File: config.mk
export PLATFORM = sky130hd
export DESIGN_NAME = serial_sub16_flat
export DESIGN_NICKNAME = d
export VERILOG_FILES = /design/src/rtl/serial_sub16_if.sv /design/src/rtl/serial_sub16.sv /design/src/flat_wrapper.sv
export SDC_FILE = /design/constraint.sdc
export NUM_CORES = 1
export LEC_CHECK = 0
export CAP_MARGIN = 20
export CORE_ASPECT_RATIO = 0.8
export CORE_MARGIN = 2
export CORE_UTILIZATION = 25
export CTS_CLUSTER_SIZE = 25
export DETAILED_ROUTE_END_ITERATION = 16
export PLACE_DENSITY_LB_ADDON = 0.1
export SLEW_MARGIN = 20
export SYNTH_ARGS = -nofsm -noshare
export SYNTH_HDL_FRONTEND = slang
export SYNTH_SLANG_ARGS = --single-unit
File: constraint.sdc
create_clock -name clk -period 1.9 [get_ports clk]
set_input_delay 0.285 -clock clk [delete_from_list [all_inputs] [get_ports clk]]
set_output_delay 0.285 -clock clk [all_outputs]
set_load 0.02 [all_outputs]
File: src/rtl/serial_sub16_if.sv
// serial_sub16_if: start/operand/result bundle for serial_sub16 (master drives start, A, B, Bin; slave returns Diff, Bout, V, busy, done)
interface serial_sub16_if;
  logic        start;
  logic [15:0] A;
  logic [15:0] B;
  logic        Bin;
  logic [15:0] Diff;
  logic        Bout;
  logic        V;
  logic        busy;
  logic        done;
  modport master (output start, A, B, Bin, input Diff, Bout, V, busy, done);
  modport slave (input start, A, B, Bin, output Diff, Bout, V, busy, done);
endinterface

File: src/rtl/serial_sub16.sv
// serial_sub16: bit-serial 16-bit subtractor Diff = A - B - Bin, LSB first; ports clk, rst, bus (slave: start/A/B/Bin in, Diff/Bout/V/busy/done out)
module serial_sub16 (
  input logic           clk,
  input logic           rst,
  serial_sub16_if.slave bus
);
  typedef enum logic [1:0] {IDLE, RUN, DONE} state_t;
  state_t      state_q, state_d;
  logic [3:0]  cnt_q, cnt_d;
  logic [15:0] a_sr_q, a_sr_d, b_sr_q, b_sr_d, r_sr_q, r_sr_d;
  logic        br_q, br_d, a15_q, a15_d, b15_q, b15_d;
  logic [15:0] diff_q, diff_d;
  logic        bout_q, bout_d, v_q, v_d;
  logic        d, br_nx;
  always_comb begin
    d      = a_sr_q[0] ^ b_sr_q[0] ^ br_q;
    br_nx  = (~a_sr_q[0] & b_sr_q[0]) | (~(a_sr_q[0] ^ b_sr_q[0]) & br_q);
    state_d = state_q;
    cnt_d   = cnt_q;
    a_sr_d  = a_sr_q;
    b_sr_d  = b_sr_q;
    r_sr_d  = r_sr_q;
    br_d    = br_q;
    a15_d   = a15_q;
    b15_d   = b15_q;
    diff_d  = diff_q;
    bout_d  = bout_q;
    v_d     = v_q;
    case (state_q)
      IDLE: if (bus.start) begin
        state_d = RUN;
        a_sr_d  = bus.A;
        b_sr_d  = bus.B;
        br_d    = bus.Bin;
        cnt_d   = 4'd0;
        a15_d   = bus.A[15];
        b15_d   = bus.B[15];
      end
      RUN: begin
        a_sr_d = a_sr_q >> 1;
        b_sr_d = b_sr_q >> 1;
        r_sr_d = {d, r_sr_q[15:1]};
        br_d   = br_nx;
        cnt_d  = cnt_q + 4'd1;
        if (cnt_q == 4'd15) begin
          state_d = DONE;
          diff_d  = {d, r_sr_q[15:1]};
          bout_d  = br_nx;
          v_d     = (a15_q != b15_q) && (d != a15_q);
        end
      end
      DONE: state_d = IDLE;
      default: state_d = IDLE;
    endcase
  end
  always_ff @(posedge clk) begin
    if (rst) begin
      state_q <= IDLE;
      cnt_q   <= '0;
      a_sr_q  <= '0;
      b_sr_q  <= '0;
      r_sr_q  <= '0;
      br_q    <= 1'b0;
      a15_q   <= 1'b0;
      b15_q   <= 1'b0;
      diff_q  <= '0;
      bout_q  <= 1'b0;
      v_q     <= 1'b0;
    end else begin
      state_q <= state_d;
      cnt_q   <= cnt_d;
      a_sr_q  <= a_sr_d;
      b_sr_q  <= b_sr_d;
      r_sr_q  <= r_sr_d;
      br_q    <= br_d;
      a15_q   <= a15_d;
      b15_q   <= b15_d;
      diff_q  <= diff_d;
      bout_q  <= bout_d;
      v_q     <= v_d;
    end
  end
  assign bus.Diff = diff_q;
  assign bus.Bout = bout_q;
  assign bus.V    = v_q;
  assign bus.busy = state_q == RUN;
  assign bus.done = state_q == DONE;
endmodule

File: src/flat_wrapper.sv
// flat-port wrapper written by rule: the top's interface ports become plain ports
module serial_sub16_flat 
  (clk, rst, bus_start, bus_A, bus_B, bus_Bin, bus_Diff, bus_Bout, bus_V, bus_busy, bus_done);
  serial_sub16_if bus_i ();
  input logic clk;
  input logic rst;
  input wire logic [$bits(bus_i.start)-1:0] bus_start;
  input wire logic [$bits(bus_i.A)-1:0] bus_A;
  input wire logic [$bits(bus_i.B)-1:0] bus_B;
  input wire logic [$bits(bus_i.Bin)-1:0] bus_Bin;
  output wire logic [$bits(bus_i.Diff)-1:0] bus_Diff;
  output wire logic [$bits(bus_i.Bout)-1:0] bus_Bout;
  output wire logic [$bits(bus_i.V)-1:0] bus_V;
  output wire logic [$bits(bus_i.busy)-1:0] bus_busy;
  output wire logic [$bits(bus_i.done)-1:0] bus_done;
  assign bus_i.start = bus_start;
  assign bus_i.A = bus_A;
  assign bus_i.B = bus_B;
  assign bus_i.Bin = bus_Bin;
  assign bus_Diff = bus_i.Diff;
  assign bus_Bout = bus_i.Bout;
  assign bus_V = bus_i.V;
  assign bus_busy = bus_i.busy;
  assign bus_done = bus_i.done;
  serial_sub16 u_core (.clk(clk), .rst(rst), .bus(bus_i));
endmodule
==> impl_metrics.env <==
export IMPL_multiInputGateArea_um2=1390
export IMPL_grt_pass1_wl_mm=12.6
export IMPL_cts_tree="done"
export IMPL_fp_dieArea_um2=13100
export IMPL_drv_slew=0
export IMPL_die_x_um=128
export IMPL_cp_end_kind="output port"
export IMPL_finClkSkew_ps=6.19
export IMPL_ctsHoldBuffers=0
export IMPL_port_buffers=55
export IMPL_timing_rr_start="u_core.b_sr_q[0]"
export IMPL_cp_required_ps=1620
export IMPL_layout_drive_gt1_share_pct=15.9
export IMPL_min_period_ps=1820
export IMPL_synth_area_leaders="dfxtp_1 (48%), a211oi_2 (10%), nand2_1 (7.7%)"
export IMPL_cts_sinks=74
export IMPL_crit_path_start="u_core.state_q[1]"
export IMPL_timing_fmax_mhz=550
export IMPL_detail_route_drc_violations=0
export IMPL_n_antenna_cell=0
export IMPL_dieHeight_um=103
export IMPL_avgSynthCellArea_um2=9.29
export IMPL_start_kind="flop"
export IMPL_core_um2=12100
export IMPL_max_slew_worst_pin_slew_ps=547
export IMPL_synth_cell_types=36
export IMPL_syn_to_final_growth_pct=33.7
export IMPL_vias=2430
export IMPL_arrival_ps=1530
export IMPL_viasPerCell=4.54
export IMPL_power_density_nw_per_um2=986
export IMPL_finish_utilization_pct=33.8
export IMPL_fin_nets=417
export IMPL_initial_core_util_pct=25.3
export IMPL_yosysSeqAreaShare_pct=48.5
export IMPL_reg2reg_slack_ps=170
export IMPL_n_fill_cell=1253
export IMPL_ys_seq_elements=74
export IMPL_ant_nets=0
export IMPL_synthTopCellsByCount="dfxtp_1 (74), nand2_1 (63), a21oi_1 (47)"
export IMPL_reg2regPathDepth=5
export IMPL_async_flop_share_pct=0
export IMPL_antenna_found_initial=0
export IMPL_holdCritPathClass="input pin to flop"
export IMPL_num_rows=36
export IMPL_yosysTopAreaCell="dfxtp_1"
export IMPL_ys_flop_type="dfxtp_1"
export IMPL_synth_cells=329
export IMPL_finalPower_w=0.00403
export IMPL_seq_area_um2=1480
export IMPL_clk_insertion_delay_late_ps=330
export IMPL_cts_setup_buffers=0
export IMPL_max_vdd_ir_drop_uv=454
export IMPL_cts_reportedPaths_clkPinSlew_ps=50
export IMPL_fin_setup_tns_ps=0
export IMPL_synth_edf_count=0
export IMPL_cts_buffers=9
export IMPL_cp_max_fo=8
export IMPL_timing_final_crit_share_pct=95.6
export IMPL_dpl_hpwl_mm=4.68
export IMPL_wl_mm=7.46
export IMPL_grt_max_degree=48
export IMPL_synth_top_area_share_pct=48.5
export IMPL_worstSetupEndpoint="bus_busy"
export IMPL_rsz0062_at_grt="false"
export IMPL_leakage_nw=1.53
export IMPL_status="completed"
export IMPL_worstSetupPathType="flop to output port"
export IMPL_cts_buffer_depth=2
export IMPL_h_tree_depth=3
export IMPL_final_hold_viol_count=0
export IMPL_timing_rr_end="u_core.bus.V"
export IMPL_root_buffer="clkbuf_16"
export IMPL_slew_headroom_pct=63.5
export IMPL_drt_iter0_drc=122
export IMPL_syn_nets=367
export IMPL_synthMostInstantiatedCell="dfxtp_1"
export IMPL_maxCapViolations=0
export IMPL_grtUsageTotal_pct=12.2
export IMPL_pin_count=56
export IMPL_wl_per_cell_um=13.9
export IMPL_gp_congestion=0.683
export IMPL_grt_pass1_vias=2414
export IMPL_first_pass_iters=4
export IMPL_worstHoldStart="rst"
export IMPL_synth_area_um2=3060
export IMPL_ys_warn_count=0
export IMPL_setup_viol=0
export IMPL_grt_ovfl_total=0
==> power breakdown <==
group	total (W)	switching [W]	internal, W
Clock	0.00194	0.000635	0.00131
Combinational	0.000420	0.000229	0.000191
Sequential	0.00166	0.0000409	0.00162
==> layout by cell type, fill, tap and decap left out, types with 2 or more instances in the layout <==
cell type | netlist | final
bufinv_16 | 0 | 3
dfxtp_1 | 74 | 72
inv_1 | 4 | 4
nand2_1 | 63 | 63
nand3_1 | 3 | 3
a22oi_1 | 3 | 3
a211oi_2 | 25 | 25
buf_4 | 7 | 7
a22o_1 | 16 | 16
nor3_1 | 3 | 3
dfxtp_2 | 0 | 2
clkbuf_16 | 0 | 9
a21oi_1 | 47 | 47
a221oi_1 | 2 | 2
mux2i_1 | 2 | 2
o21ai_0 | 2 | 2
nor2_1 | 37 | 37
a211oi_1 | 4 | 4
buf_12 | 0 | 3
clkdlybuf4s50_1 | 0 | 53
==> worst max-delay path, cell delays in order, from the launching register on <==
cell and delay (ps):
dfxtp_2 370, nand2b_4 170, inv_2 70, clkdlybuf4s50_1 600
==> logic make-up after synthesis <==
logic type / count (synthesis) / synth area share [%]
flops: 74 / 48.5
simple gates: 114 / 16.1
compound gates: 106 / 27.7
buf+inv: 31 / 6.02
fa+ha+maj: 2 / 1.06
mux: 2 / 0.655
==> layout make-up <==
cell class              count  share of cell area, %
clock buffers              10                   5.85
well taps                 152                   4.66
multi-input cells         224                   34.0
flip-flops and latches     74                   36.3
clock inverters             5                   2.51
repair buffers             65                   16.2
inverters                   5                  0.459
==> per-layer routing <==
layer | vias up | track usage (%) | wire, um
met1 | 1120 | 18.4 | 4100
met5 | - | 0 | 0
li1 | 1254 | - | -
met4 | 0 | 5.33 | 114
met3 | 9 | 2.54 | 282
met2 | 47 | 16.7 | 2960
==> sequential cells by signal (all words and copies together) (netlist names) <==
register / cells
u_core.a_sr_q: 16
u_core.b_sr_q: 16
u_core.bus.Diff: 16
u_core.r_sr_q: 15
u_core.cnt_q: 4
u_core.state_q: 2
u_core.a15_q: 1
u_core.b15_q: 1
u_core.br_q: 1
u_core.bus.Bout: 1
u_core.bus.V: 1
==> metrics by stage <==
stage          setup slack (ps)  hold slack [ps]  std cells  area, um^2
2_1_floorplan               323              426        329        3060
6_report                   82.8              427        535        4090
3_3_place_gp                251              462        520        3740
5_1_grt                    9.07              473        535        4090
4_1_cts                    2.78              433        535        4080
3_5_place_dp                187              460        520        3740
==> worst min-delay path by stage <==
stage / endpoint / cells after the start
after floorplan: u_core.b_sr_q[7] / 2
after global placement: u_core.bus.Diff[9] / 1
after detailed placement: u_core.bus.Diff[9] / 1
after CTS: u_core.a_sr_q[15] / 2
after global routing: u_core.a15_q / 2
final: u_core.b_sr_q[15] / 2
==> repair_timing <==
action,in CTS,in global routing
cloned,0,0
endpoints found under the setup margin,2,2
gates resized for setup,1,2
No activity file was read; power rests on OpenSTA's default activity.
